$ cat config.mk
export PLATFORM = sky130hd
export DESIGN_NAME = pgm_sound_mailbox
export DESIGN_NICKNAME = d
export VERILOG_FILES = /design/src/rtl/pgm_sound_mailbox.sv
export SDC_FILE = /design/constraint.sdc
export NUM_CORES = 1
export LEC_CHECK = 0
export ABC_AREA = 1
export BUFFER_PORTS_ARGS = -buffer_cell sky130_fd_sc_hd__buf_2
export CAP_MARGIN = 10
export CORE_UTILIZATION = 47
export DETAILED_ROUTE_END_ITERATION = 16
export PLACE_DENSITY = 0.66
export SLEW_MARGIN = 20
export SYNTH_ARGS = -nofsm -noshare
export SYNTH_HDL_FRONTEND = slang
export SYNTH_SLANG_ARGS = --single-unit
$ cat constraint.sdc
create_clock -name fixed_20m_clk -period 2.4 [get_ports fixed_20m_clk]
set_input_delay 0.48 -clock fixed_20m_clk [delete_from_list [all_inputs] [get_ports fixed_20m_clk]]
set_output_delay 0.48 -clock fixed_20m_clk [all_outputs]
set_load 0.01 [all_outputs]
$ cat src/rtl/pgm_sound_mailbox.sv
// 68k-to-Z80 sound command mailbox: per-channel FIFOs, sticky overflow, maskable IRQ.
// Optional sound-to-host reply registers are built when MAILBOX_REPLY_EN is defined.
module pgm_sound_mailbox #(
  parameter int CHANNELS = 3,
  parameter int DEPTH    = 4,
  parameter int DW       = 8,
  localparam int CW      = (CHANNELS > 1) ? $clog2(CHANNELS) : 1
) (
  input  logic                fixed_20m_clk,
  input  logic                reset_n,
  input  logic                m_wr,
  input  logic                m_rd,
  input  logic [CW-1:0]       m_ch,
  input  logic [DW-1:0]       m_din,
  output logic [DW-1:0]       m_dout,
  output logic [CHANNELS-1:0] m_full,
  output logic [CHANNELS-1:0] m_reply_valid,
  output logic [CHANNELS-1:0] overflow,
  input  logic [CHANNELS-1:0] ovf_clr,
  input  logic                z_rd,
  input  logic                z_wr,
  input  logic [CW-1:0]       z_ch,
  input  logic [DW-1:0]       z_din,
  output logic [DW-1:0]       z_dout,
  output logic [CHANNELS-1:0] z_empty,
  input  logic [CHANNELS-1:0] irq_mask,
  output logic                z_int_n
);

  localparam int AW = $clog2(DEPTH);
  localparam logic [AW:0] CNT_FULL = (AW+1)'(DEPTH);

  logic [DW-1:0] mem  [CHANNELS][DEPTH];
  logic [AW-1:0] wptr [CHANNELS];
  logic [AW-1:0] rptr [CHANNELS];
  logic [AW:0]   cnt  [CHANNELS];

  logic [CHANNELS-1:0] push_req;
  logic [CHANNELS-1:0] pop_req;
  logic [CHANNELS-1:0] push_ok;
  logic [CHANNELS-1:0] pop_ok;
  logic [CHANNELS-1:0] ovf_set;
  logic [CHANNELS-1:0] full;
  logic [CHANNELS-1:0] empty;

  // A pop frees the slot a same-cycle push on a full channel needs.
  always_comb begin
    push_req = '0;
    pop_req  = '0;
    push_ok  = '0;
    pop_ok   = '0;
    ovf_set  = '0;
    full     = '0;
    empty    = '0;
    for (int i = 0; i < CHANNELS; i++) begin
      full[i]     = (cnt[i] == CNT_FULL);
      empty[i]    = (cnt[i] == '0);
      push_req[i] = m_wr && (m_ch == CW'(i));
      pop_req[i]  = z_rd && (z_ch == CW'(i));
      pop_ok[i]   = pop_req[i] && !empty[i];
      push_ok[i]  = push_req[i] && (!full[i] || pop_ok[i]);
      ovf_set[i]  = push_req[i] && full[i] && !pop_ok[i];
    end
  end

  always_ff @(posedge fixed_20m_clk or negedge reset_n) begin
    if (!reset_n) begin
      for (int i = 0; i < CHANNELS; i++) begin
        wptr[i] <= '0;
        rptr[i] <= '0;
        cnt[i]  <= '0;
      end
      overflow <= '0;
    end else begin
      for (int i = 0; i < CHANNELS; i++) begin
        if (push_ok[i]) wptr[i] <= wptr[i] + 1'b1;
        if (pop_ok[i])  rptr[i] <= rptr[i] + 1'b1;
        if (push_ok[i] && !pop_ok[i])
          cnt[i] <= cnt[i] + 1'b1;
        else if (!push_ok[i] && pop_ok[i])
          cnt[i] <= cnt[i] - 1'b1;
      end
      overflow <= (overflow & ~ovf_clr) | ovf_set;
    end
  end

  always_ff @(posedge fixed_20m_clk) begin
    for (int i = 0; i < CHANNELS; i++)
      if (push_ok[i]) mem[i][wptr[i]] <= m_din;
  end

  assign z_empty = empty;
  assign m_full  = full;

  always_comb begin
    z_dout = '1;
    for (int i = 0; i < CHANNELS; i++)
      if (z_ch == CW'(i) && !empty[i])
        z_dout = mem[i][rptr[i]];
  end

  always_ff @(posedge fixed_20m_clk or negedge reset_n) begin
    if (!reset_n)
      z_int_n <= 1'b1;
    else
      z_int_n <= ~|(~empty & irq_mask);
  end

`ifdef MAILBOX_REPLY_EN
  logic [DW-1:0]       reply [CHANNELS];
  logic [CHANNELS-1:0] rvalid;

  // A reply write beats a same-cycle host read, so the fresh data stays pending.
  always_ff @(posedge fixed_20m_clk or negedge reset_n) begin
    if (!reset_n) begin
      for (int i = 0; i < CHANNELS; i++)
        reply[i] <= '1;
      rvalid <= '0;
    end else begin
      for (int i = 0; i < CHANNELS; i++) begin
        if (z_wr && z_ch == CW'(i)) begin
          reply[i]  <= z_din;
          rvalid[i] <= 1'b1;
        end else if (m_rd && m_ch == CW'(i)) begin
          rvalid[i] <= 1'b0;
        end
      end
    end
  end

  always_comb begin
    m_dout = '1;
    for (int i = 0; i < CHANNELS; i++)
      if (m_ch == CW'(i))
        m_dout = reply[i];
  end

  assign m_reply_valid = rvalid;
`else
  logic unused_reply;
  assign unused_reply  = ^{z_wr, m_rd, z_din};
  assign m_dout        = '1;
  assign m_reply_valid = '0;
`endif

endmodule

==> results of run 1 <==
Yosys cell counts:
cell / count
inv_2: 3
buf_4: 15
a21oi_2: 2
a21oi_4: 1
inv_4: 1
a21oi_1: 2
buf_2: 7
edfxtp_1: 96
or2_1: 2
or2_2: 6
nor3_1: 6
nand2_2: 1
conb_1: 2
dfrtp_1: 24
buf_6: 2
xor2_1: 8
nand3_1: 56
nor3_2: 1
fa_1: 3
clkinv_1: 2
o22ai_1: 3
ha_1: 15
nand2_1: 110
o21ai_0: 15
dfstp_2: 1
inv_1: 105
xnor2_1: 4
nor2_2: 1
nor2_1: 75
mux2_2: 3
cells by family after synthesis:
family / Yosys count
DFF: 121
buffers and inverters: 135
xor gates and xnor gates: 12
AOI/OAI and AO/OA: 23
muxes: 3
other: 2
and+or+nand+nor: 258
adders and majority gates: 18
critical path: stages (launching register included):
cell     delay (ns)
dfrtp_1        0.44
nor2_2         0.18
a21oi_2        0.08
buf_4          0.17
nand3_1        0.10
nand2_1        0.08
nor2_2         0.14
buf_2          0.16
state kept, by name (all words and copies together), names as in the netlist:
name,cells
mem,96
z_int_n,1
wptr,6
overflow,3
rptr,6
cnt,9
per-layer routing:
layer / up-vias / part of all wire / GRT usage
met5: - / 0 / 0
li1: 1915 / - / -
met1: 1749 / 0.44 / 0.2373
met2: 101 / 0.49 / 0.3019
met4: 0 / 0.016 / 0.06222
met3: 18 / 0.058 / 0.05508
metrics by stage:
stage,total power [mW],util
floorplan,4.308,-
global placement,4.772,0.5268
detailed placement,4.841,0.5268
CTS,7.096,0.5716
global route,7.566,0.5733
finish,7.070,0.5733
worst paths after layout:
kind	from	to	slack, ns	depth (start not counted)
worst max-delay path	cnt[7]	z_dout[6]	0.15	7
worst min-delay path	reset_n	cnt[7]	0.07	1
worst max register to register	cnt[4]	cnt[4]	0.29	8
worst min register to register	overflow[0]	overflow[0]	0.54	2
max in group asynchronous	reset_n	rptr[1]	1.89	1
min in group fixed_20m_clk	ovf_clr[0]	overflow[0]	0.24	2
layout make-up:
class / instances / share of cell area
clock buffers: 20 / 0.06559
clock inverters: 12 / 0.01259
inverters: 111 / 0.06296
multi-input cells: 325 / 0.2486
flip-flops and latches: 121 / 0.5275
well taps: 143 / 0.02687
repair buffers: 62 / 0.05582
power by group:
group	switching (mW)	internal [mW]
registers	0.283	2.56
logic	1.23	0.748
clock network	0.856	1.39
==> results.json, run 1 <==
{
  "area_delta_synth_final_pct": 16.64,
  "whs_ns": 0.07293,
  "cts_setup_buffers": 0,
  "h-tree-depth": 4,
  "finalSetupViolCount": 0,
  "io_pins": 61,
  "startpoint_type": "flop",
  "rsz0062_at_grt": "false",
  "pre_cts_ws_ns": 0.1905,
  "clk_latency_ns": 0.42,
  "ant_nets": 0,
  "ys_seq_elements": 121,
  "yosys-top-cells-area": "edfxtp_1, dfrtp_1, nand2_1",
  "end_kind": "output pin",
  "place_area_um2": 6118,
  "ctsResizeCount": 0,
  "antenna_found_initial": 0,
  "rows": 39,
  "dp_hpwl_mm": 7.196,
  "synth.avg_cell_area_um2": 9.979,
  "yosysWarnings": 0,
  "syn-cell-area_um2": 5708,
  "fin_ws_ns": 0.1493,
  "synthSimpleGateAreaFrac": 0.1887,
  "slew_viol_final": 0,
  "fin_setup_tns_ns": 0,
  "cap_violations": 0,
  "initial_core_util": 0.4915,
  "worst_pin_slew_ns": 0.6040,
  "cts_root_buf": "clkbuf_16",
  "core_area_um2": 11610,
  "critPathKind": "reg2out",
  "vdd_drop_max_mv": 0.5910,
  "cp.arrival_ns": 1.77,
  "cp.required_ns": 1.92,
  "grt_pass1_vias": 3640,
  "cts_tree": "yes",
  "nNetsFinal": 688,
  "seq_area_um2": 3512,
  "drt_iter0_drc": 215,
  "clk_path_buf_depth": 2,
  "drt_wl_total_mm": 10.53,
  "grt_pass1_wl_mm": 17.62,
  "cp_max_fo": 8,
  "synth_seq_area_share": 0.6149,
  "final_common_cell": "nand2_1",
  "final_cell_mix": "nand2_1, inv_1, edfxtp_1, nor2_1, nand3_1",
  "multi_input_area_um2": 1655,
  "power.leakage_nw": 3.031,
  "synth-compound-area-share": 0.02411,
  "place.port_buffers": 39,
  "hold_viol": 0,
  "gp_congestion": 0.7628,
  "avgRoutedWirePerCell_um": 13.26,
  "muxShareOfSynthArea": 0.005918,
  "die_area_um2": 12590,
  "syn_inst": 572,
  "fp.dieH_um": 112.2,
  "dr.pass1.iters": 12,
  "drive_gt1_frac": 0.1720,
  "fin_worst_skew_ns": 0.009133,
  "p_per_area_nw_per_um2": 1062,
  "ys_types": 30,
  "post-route-period-util": 0.9378,
  "synth_top_family_by_area": "simple AND/OR/NAND/NOR gates",
  "path_clk_slew_ns": 0.06,
  "postCtsHoldBufs": 0,
  "clock-sinks": 121,
  "yosysTopAreaCell": "edfxtp_1",
  "grt_util_all_layers": 0.1850,
  "placed_cells": 762,
  "nFillCells": 989,
  "relSlewSlack": 0.5974,
  "cts_buffers": 17,
  "drcViolationCount": 4,
  "grt_max_degree": 26,
  "final_area_um2": 6658,
  "hold_class": "in2async",
  "synth_adder_area_share": 0.04340,
  "via_per_inst": 4.764,
  "max_freq_ghz": 0.4443,
  "layout.cells.non_filler": 794,
  "status": "complete, but fails checks",
  "period_needed_ns": 2.251,
  "via_count": 3783,
  "die-width_um": 112.2,
  "yosysTopAreaCellShare": 0.5050,
  "antenna_cells": 0,
  "synth_xor_area_frac": 0.01841,
  "overflow": 0,
  "failed_checks": "DRC"
}
No activity file was read; power rests on OpenSTA's default activity.
==> run 2, diff against run 1 <==
- RECOVER_POWER: unset -> 25
==> run 2 against run 1 <==
The run still ends with DRC left. Hold slack improved by 0.0040 ns. Register-to-register slack barely moved. Core utilization decreased by 0.065 points. Total power about the same. Design area fell by 0.11%. Global-route usage unchanged. Flip-flop and latch count unchanged. Critical endpoint is now z_dout[3]. Worst setup slack got worse by 0.016 ns. Highest routed layer unchanged. Final cell count stayed put. Via count rose by 0.48%. Wire length grew 0.13%.
==> results.json, run 2 (same netlist as run 1, synthesis figures left out) <==
{
  "clk_latency_ns": 0.41,
  "p_per_area_nw_per_um2": 1062,
  "pre_cts_ws_ns": 0.1905,
  "final_cell_mix": "nand2_1, inv_1, edfxtp_1, nor2_1, nand3_1",
  "hold_viol": 0,
  "fin_setup_tns_ns": 0,
  "endpoint": "z_dout[3]",
  "place.port_buffers": 39,
  "r2r-start": "cnt[4]",
  "gp_congestion": 0.7628,
  "clk_path_buf_depth": 2,
  "antenna_cells": 0,
  "overflow": 0,
  "h-tree-depth": 4,
  "via_per_inst": 4.787,
  "dp_hpwl_mm": 7.196,
  "rows": 39,
  "end_kind": "output pin",
  "rr_worst_depth": 8,
  "avgRoutedWirePerCell_um": 13.28,
  "die-width_um": 112.2,
  "hold_class": "in2async",
  "drcViolationCount": 5,
  "relSlewSlack": 0.5965,
  "vdd_drop_max_mv": 0.5910,
  "period_needed_ns": 2.267,
  "r2r_slack_ns": 0.29,
  "area_delta_synth_final_pct": 16.51,
  "fin_worst_skew_ns": 0.01170,
  "core_area_um2": 11610,
  "io_pins": 61,
  "startpoint_type": "flop",
  "cts_root_buf": "clkbuf_16",
  "fp.dieH_um": 112.2,
  "cts_buffers": 17,
  "cp.arrival_ns": 1.79,
  "drive_gt1_frac": 0.1628,
  "initial_core_util": 0.4915,
  "path_clk_slew_ns": 0.06,
  "drt_iter0_drc": 212,
  "clock-sinks": 121,
  "cp.required_ns": 1.92,
  "worst_pin_slew_ns": 0.6052,
  "whs_ns": 0.07689,
  "fin_ws_ns": 0.1333,
  "reg2reg_to": "cnt[4]",
  "cap_violations": 0,
  "grt_util_all_layers": 0.1850,
  "failed_checks": "DRC",
  "grt_pass1_wl_mm": 17.62,
  "status": "complete, but fails checks",
  "via_count": 3801,
  "largest_reg_flops": 96,
  "die_area_um2": 12590,
  "grt_max_degree": 26,
  "ant_nets": 0,
  "nNetsFinal": 688,
  "slew_viol_final": 0,
  "final_common_cell": "nand2_1",
  "nFillCells": 994,
  "post-route-period-util": 0.9445,
  "power.leakage_nw": 3.014,
  "cp_max_fo": 8,
  "antenna_found_initial": 0,
  "grt_pass1_vias": 3640,
  "dr.pass1.iters": 11,
  "finalSetupViolCount": 0,
  "rsz0062_at_grt": "false",
  "max_freq_ghz": 0.4412,
  "critPathKind": "reg2out",
  "cts_tree": "yes",
  "drt_wl_total_mm": 10.54,
  "worstSetupStartpoint": "cnt[7]"
}
[run 2: cell types whose count changed in the layout (fill, tap and decap cells not counted), sizes merged]
cell    change
buf         -6
clkbuf      +6
[run 2: stage by stage]
| step | instance area, µm² | cells | power [mW] | utilization |
|---|---|---|---|---|
| after floorplan | 5742 | 581 | 4.308 | - |
| after global placement | 6118 | 762 | 4.772 | 0.5268 |
| after detailed placement | 6118 | 762 | 4.841 | 0.5268 |
| after CTS | 6639 | 794 | 7.096 | 0.5716 |
| after global routing | 6650 | 794 | 7.565 | 0.5726 |
| final | 6650 | 794 | 7.064 | 0.5726 |
[run 2: worst min-delay path by stage]
stage / end / slack [ns]
2_1_floorplan: cnt[0] / 0.18
3_3_place_gp: cnt[2] / 0.52
3_5_place_dp: overflow[2] / 0.52
4_1_cts: overflow[2] / 0.09
5_1_grt: cnt[7] / 0.11
6_report: cnt[7] / 0.08
[run 2: per-layer routing]
metal	global-route usage	vias up	wire, µm
li1	-	1917	-
met1	0.2373	1773	4722
met2	0.3019	99	5190
met3	0.05508	12	522
met4	0.06222	0	107
met5	0	-	0
[run 2: cell type report]
class,count,area [µm²],share of cell area
Clock inverter,12,83.83,0.01261
Timing Repair Buffer,62,364.1,0.05475
Tap cell,143,178.9,0.02691
Clock buffer,20,436.7,0.06566
Sequential cell,121,3512,0.5281
Inverter,111,419.2,0.06303
Multi-Input combinational cell,325,1655,0.2489
[run 2: power by group]
part           internal [mW]  switching (mW)  total [mW]
clock network           1.39           0.847        2.24
logic                  0.747            1.24        1.99
registers               2.56           0.283        2.84
[run 2: repair_timing]
action / in CTS / in global routing
setup endpoints to repair: 0 / 6
hold buffers: 0 / 0
setup buffers: 0 / 0
resized for setup: 0 / 6
[run 2: worst max-delay path, stage by stage, from the launching register on]
cell     delay, ns
dfrtp_1       0.44
nor2_2        0.18
a21oi_2       0.08
buf_4         0.17
nand3_1       0.08
nand2_1       0.06
nor2_1        0.19
buf_2         0.18
